<file path="src/rtl/immediate_decode_stage.sv">
// immediate_decode_stage
//   Registered immediate-decode stage between fetch and execute. Classifies the
//   instruction format, builds the sign-extended XLEN-bit immediate and flags
//   unknown opcodes. A 2-entry skid buffer (output register + skid register)
//   keeps one instruction per cycle under backpressure while in_ready and all
//   outputs come straight from flops.
//
//   Optional feature: define RVC_EN to decode 16-bit compressed words
//   (in_instruction[1:0] != 2'b11). Without it such words are flagged illegal
//   and out_compressed is tied to 0.
//
// Ports
//   clk, rst_n       clock, synchronous active-low reset
//   flush            drop every buffered entry at the next edge
//   in_valid/ready   instruction handshake, in_instruction = raw word
//   out_valid/ready  result handshake
//   out_immediate    sign-extended immediate (XLEN)
//   out_format       0=R 1=I 2=S 3=B 4=U 5=J
//   out_illegal      opcode not recognised
//   out_compressed   entry was a 16-bit instruction
//   out_instruction  pass-through of the accepted word
module immediate_decode_stage #(
    parameter int XLEN = 32,
    parameter int ILEN = 32
) (
    input  logic            clk,
    input  logic            rst_n,
    input  logic            flush,
    input  logic            in_valid,
    output logic            in_ready,
    input  logic [ILEN-1:0] in_instruction,
    output logic            out_valid,
    input  logic            out_ready,
    output logic [XLEN-1:0] out_immediate,
    output logic [2:0]      out_format,
    output logic            out_illegal,
    output logic            out_compressed,
    output logic [ILEN-1:0] out_instruction
);

    localparam logic [2:0] FMT_R = 3'd0;
    localparam logic [2:0] FMT_I = 3'd1;
    localparam logic [2:0] FMT_S = 3'd2;
    localparam logic [2:0] FMT_B = 3'd3;
    localparam logic [2:0] FMT_U = 3'd4;
    localparam logic [2:0] FMT_J = 3'd5;

    typedef struct packed {
        logic [XLEN-1:0] imm;
        logic [2:0]      fmt;
        logic            illegal;
        logic            compressed;
        logic [ILEN-1:0] instr;
    } entry_t;

    entry_t     dec;
    entry_t     out_q;
    entry_t     skid_q;
    logic       out_vld;
    logic       skid_vld;
    logic [31:0] imm32;
    logic [6:0]  opcode;
    logic        in_xfer;
    logic        out_xfer;

    assign opcode = in_instruction[6:0];

    // ---------------- input-side decode (registered into the buffer) -------
    // Every immediate is first formed as a 32-bit sign-extended value and
    // then widened once, so the U-type sign extension for XLEN=64 and all
    // other formats share the same final extension.
    always_comb begin
        imm32          = '0;
        dec            = '0;
        dec.instr      = in_instruction;
        dec.fmt        = FMT_R;
`ifdef RVC_EN
        if (in_instruction[1:0] != 2'b11) begin
            dec.compressed = 1'b1;
            unique case ({in_instruction[1:0], in_instruction[15:13]})
                5'b01_000, 5'b01_010: begin        // C.ADDI / C.LI
                    dec.fmt = FMT_I;
                    imm32   = {{26{in_instruction[12]}}, in_instruction[12],
                               in_instruction[6:2]};
                end
                5'b01_101, 5'b01_001: begin        // C.J / C.JAL
                    dec.fmt = FMT_J;
                    imm32   = {{20{in_instruction[12]}}, in_instruction[12],
                               in_instruction[8], in_instruction[10:9],
                               in_instruction[6], in_instruction[7],
                               in_instruction[2], in_instruction[11],
                               in_instruction[5:3], 1'b0};
                end
                5'b01_110, 5'b01_111: begin        // C.BEQZ / C.BNEZ
                    dec.fmt = FMT_B;
                    imm32   = {{23{in_instruction[12]}}, in_instruction[12],
                               in_instruction[6:5], in_instruction[2],
                               in_instruction[11:10], in_instruction[4:3], 1'b0};
                end
                5'b00_010, 5'b00_110: begin        // C.LW / C.SW (zero-extended)
                    dec.fmt = in_instruction[15] ? FMT_S : FMT_I;
                    imm32   = {25'b0, in_instruction[5], in_instruction[12:10],
                               in_instruction[6], 2'b00};
                end
                default: dec.illegal = 1'b1;
            endcase
        end else
`endif
        begin
            // Words with [1:0] != 2'b11 match no opcode below and land in
            // default, which flags them illegal when RVC_EN is off.
            unique case (opcode)
                7'b0000011, 7'b0010011, 7'b1100111, 7'b1110011: begin
                    dec.fmt = FMT_I;
                    imm32   = {{20{in_instruction[31]}}, in_instruction[31:20]};
                end
                7'b0100011: begin
                    dec.fmt = FMT_S;
                    imm32   = {{20{in_instruction[31]}}, in_instruction[31:25],
                               in_instruction[11:7]};
                end
                7'b1100011: begin
                    dec.fmt = FMT_B;
                    imm32   = {{19{in_instruction[31]}}, in_instruction[31],
                               in_instruction[7], in_instruction[30:25],
                               in_instruction[11:8], 1'b0};
                end
                7'b0110111, 7'b0010111: begin
                    dec.fmt = FMT_U;
                    imm32   = {in_instruction[31:12], 12'b0};
                end
                7'b1101111: begin
                    dec.fmt = FMT_J;
                    imm32   = {{11{in_instruction[31]}}, in_instruction[31],
                               in_instruction[19:12], in_instruction[20],
                               in_instruction[30:21], 1'b0};
                end
                7'b0110011: dec.fmt = FMT_R;
                7'b0011011: begin                  // OP-IMM-32, RV64 only
                    if (XLEN == 64) begin
                        dec.fmt = FMT_I;
                        imm32   = {{20{in_instruction[31]}}, in_instruction[31:20]};
                    end else begin
                        dec.illegal = 1'b1;
                    end
                end
                7'b0111011: begin                  // OP-32, RV64 only
                    if (XLEN != 64) dec.illegal = 1'b1;
                end
                default: dec.illegal = 1'b1;
            endcase
        end
        dec.imm = XLEN'($signed(imm32));
    end

    // ---------------- 2-entry skid buffer -----------------------------------
    assign in_xfer  = in_valid && in_ready;
    assign out_xfer = out_vld && out_ready;

    always_ff @(posedge clk) begin
        if (!rst_n) begin
            out_vld  <= 1'b0;
            skid_vld <= 1'b0;
            out_q    <= '0;
            skid_q   <= '0;
        end else if (flush) begin
            // Data is left in place; only the valids matter once flushed.
            out_vld  <= 1'b0;
            skid_vld <= 1'b0;
        end else if (out_xfer || !out_vld) begin
            // Output register frees up this edge: the skid entry is older
            // than anything on the input, and in_ready is low while it is
            // held, so no input can be lost here.
            if (skid_vld) begin
                out_q    <= skid_q;
                out_vld  <= 1'b1;
                skid_vld <= 1'b0;
            end else if (in_xfer) begin
                out_q    <= dec;
                out_vld  <= 1'b1;
            end else begin
                out_vld  <= 1'b0;
            end
        end else if (in_xfer) begin
            skid_q   <= dec;
            skid_vld <= 1'b1;
        end
    end

    assign in_ready        = ~skid_vld;
    assign out_valid       = out_vld;
    assign out_immediate   = out_q.imm;
    assign out_format      = out_q.fmt;
    assign out_illegal     = out_q.illegal;
    assign out_instruction = out_q.instr;
`ifdef RVC_EN
    assign out_compressed  = out_q.compressed;
`else
    assign out_compressed  = 1'b0;
`endif

endmodule

</file>
<file path="config.mk">
export PLATFORM = sky130hd
export DESIGN_NAME = immediate_decode_stage
export DESIGN_NICKNAME = d
export VERILOG_FILES = /design/src/rtl/immediate_decode_stage.sv
export SDC_FILE = /design/constraint.sdc
export NUM_CORES = 1
export LEC_CHECK = 0
export ABC_AREA = 0
export BUFFER_PORTS_ARGS = -buffer_cell sky130_fd_sc_hd__buf_4
export CORE_ASPECT_RATIO = 2
export CORE_UTILIZATION = 40
export CTS_CLUSTER_SIZE = 20
export DETAILED_ROUTE_END_ITERATION = 6
export GPL_ROUTABILITY_DRIVEN = 0
export PLACE_DENSITY = 0.71
export SKIP_CTS_REPAIR_TIMING = 1
export SLEW_MARGIN = 20
export SYNTH_ARGS = -nofsm -noshare
export SYNTH_HDL_FRONTEND = slang
export SYNTH_SLANG_ARGS = --single-unit
</file>
<file path="constraint.sdc">
create_clock -name clk -period 2 [get_ports clk]
set_input_delay 0.5 -clock clk [delete_from_list [all_inputs] [get_ports clk]]
set_output_delay 0.5 -clock clk [all_outputs]
set_load 0.01 [all_outputs]
</file>
==> results.sh <==
export IMPL_peakVddDrop_mv=0.6531
export IMPL_clockBufferDepth=2
export IMPL_finalHoldViolations=0
export IMPL_timing_fmax_mhz=559.5
export IMPL_n_fill_cell=1365
export IMPL_ys_warn_count=0
export IMPL_core_area_um2=14430
export IMPL_insertion_delay_ns=0.42
export IMPL_cts_num_sinks=138
export IMPL_crit_chain="inv_2 -> buf_4"
export IMPL_crit_path_max_incr_delay_ns=0.35
export IMPL_hp_class="input port to register"
export IMPL_postSynthCellCount=689
export IMPL_leakage_uw=0.003176
export IMPL_grt_pass1_wl_mm=26.34
export IMPL_layout_area_overhead_vs_synth_pct=28.90
export IMPL_fin_setup_tns_ns=0
export IMPL_row_count=62
export IMPL_drtAntennaViolNets=0
export IMPL_synthArstFlopShare_pct=0
export IMPL_finClkSkew_ns=0.007887
export IMPL_synth_area_leaders="dfxtp_1, nand2_1, o211a_1"
export IMPL_cts_buffers=17
export IMPL_swShare_pct=23.67
export IMPL_drtIter0Drc=419
export IMPL_rsz0062_at_grt="false"
export IMPL_antenna_found_initial=0
export IMPL_cap_violations=0
export IMPL_fp_dieH_um=174.3
export IMPL_critPathBufInv=2
export IMPL_cp_start_kind="register"
export IMPL_powerDensity_nw_per_um2=902.0
export IMPL_cp_max_fo=24
export IMPL_drive_gt1_share_pct=22.00
export IMPL_die_area_um2=15370
export IMPL_finalCritPeriodShare_pct=89.37
export IMPL_firstDrtPassIters=4
export IMPL_cp_required_ns=1.50
export IMPL_p_sw_uw=1635
export IMPL_synth_edf_count=0
export IMPL_netlist_area_um2=5939
export IMPL_fp_dieW_um=88.17
export IMPL_setup_violations=0
export IMPL_vias=5296
export IMPL_cts_tree="built"
export IMPL_p_seq_share_pct=42.2
export IMPL_utilization_pct=53.06
export IMPL_n_antenna_cell=0
export IMPL_ys_ff_latch=138
export IMPL_vias_per_cell=5.388
export IMPL_root_buffer="clkbuf_16"
export IMPL_start_util_pct=41.16
export IMPL_synth_top_cell_area_share_pct=46.51
export IMPL_routedWlPerCell_um=16.46
export IMPL_cp_slowest_cell="dfxtp_2"
export IMPL_syn_nets=726
export IMPL_wl_mm=16.18
export IMPL_path_clk_slew_ns=0.06
export IMPL_io_buffers=106
export IMPL_nets=815
export IMPL_maxSlewViolCount=0
export IMPL_drc=0
export IMPL_crit_type="register to primary output"
export IMPL_outcome="complete, no violations"
export IMPL_internal_power_uw=5271
export IMPL_hpwl_mm=10.76
export IMPL_synth_commonest_cells="dfxtp_1, nand2_1, a21oi_1"
export IMPL_overflow=0
export IMPL_power_frac_comb_pct=9.8
export IMPL_cp_top_family="buffers and inverters"
export IMPL_avgSynthCellArea_um2=8.620
export IMPL_hold_slack_ns=0.3397
export IMPL_worstPathArrival_ns=1.29
export IMPL_fin_crit_ns=1.787
export IMPL_yosysTopAreaCell="dfxtp_1"
export IMPL_yosysUniqueCellTypes=43
export IMPL_h_tree_depth=4
export IMPL_io_pins=108
export IMPL_end_kind="primary output"
export IMPL_synthFlopType="dfxtp_1"
export IMPL_ys_seq_area_share_pct=46.51
export IMPL_grt_pass1_vias=5172
export IMPL_clockPowerShare_pct=48.0
export IMPL_grt_max_degree=76
export IMPL_grt_use_total_pct=22.26
-- worst reg2reg max path, delay by kind of cell, from the launching register on --
kind | cells | cell delay, ns
buf+inv | 1 | 0.25
flops | 1 | 0.35
simple gates | 4 | 0.99
-- layout by cell type, fill, tap and decap left out, types with 2 or more instances in the layout --
cell type,n
a211oi_1,3
a21boi_1,35
a21oi_1,58
a21oi_2,2
a22o_1,2
a22oi_1,6
a31oi_1,9
and2_1,2
and3_1,7
buf_12,10
buf_4,124
bufinv_16,4
clkbuf_16,17
clkinv_2,3
clkinv_4,3
clkinvlp_4,2
dfxtp_1,137
mux2i_1,31
nand2_1,138
nand2b_1,5
nand3_1,16
nand3b_1,2
nand4_1,2
nor2_1,9
nor2_2,2
nor2b_1,6
nor3_1,7
nor3b_1,2
o211a_1,33
o211ai_1,26
o21a_1,2
o21ai_0,29
o21ai_1,15
or3_1,24
-- power by group through the flow --
| stage | Sequential, uW | Combinational [uW] | Clock, uW |
|---|---|---|---|
| after floorplan | 3000 | 304 | 0 |
| after global placement | 2970 | 673 | 0 |
| after detailed placement | 2970 | 680 | 0 |
| after CTS | 2910 | 683 | 3360 |
| after global routing | 2920 | 739 | 3490 |
| final | 2910 | 679 | 3310 |
-- kinds of logic after synthesis --
group	share of synthesized area, %
AO/OA/AOI/OAI	25.66
buffers and inverters	5.077
other	0.06314
AND/OR/NAND/NOR	17.46
multiplexers	5.224
flip-flops	46.51
-- layer usage --
layer  GRT usage, %  wire, um  vias up
met3          4.938       704       34
li1               -         -     2635
met1          26.45      6573     2480
met4          10.89       602        0
met5              0         0        -
met2          36.92      8301      147
-- flip-flops by register name, summed over array words and instances (netlist names) --
signal and cells:
out_immediate 32, out_illegal 1, out_format 3, out_valid 1
skid_q 68, skid_vld 1, out_instruction 32
-- cell type report --
class	instances	area, um2	share of cell area, %
Sequential cell	138	2764	36.10
Clock buffer	18	429.2	5.605
Clock inverter	14	196.4	2.566
Timing Repair Buffer	134	1131	14.77
Multi-Input combinational cell	485	2888	37.72
Tap cell	192	240.2	3.138
Inverter	2	7.507	0.09806
-- through the flow --
step	cell area [um2]	power (uW)	instances	setup slack, ns
2_1_floorplan	5939	3305	689	0.1661
3_3_place_gp	7030	3644	951	0.04273
3_5_place_dp	7030	3652	951	0.06412
4_1_cts	7656	6960	983	0.2106
5_1_grt	7656	7152	983	0.1541
6_report	7656	6906	983	0.2127
-- final timing paths --
kind	from	to	slack, ns	cells after the start
worst max-delay path	skid_vld	in_ready	0.21	2
worst min-delay path	in_instruction[11]	skid_q[11]	0.34	3
worst min register to register	skid_q[27]	skid_q[27]	0.45	2
worst max register to register	skid_vld	skid_q[33]	0.31	5
Note: power is estimated with default switching activity, not from simulation.
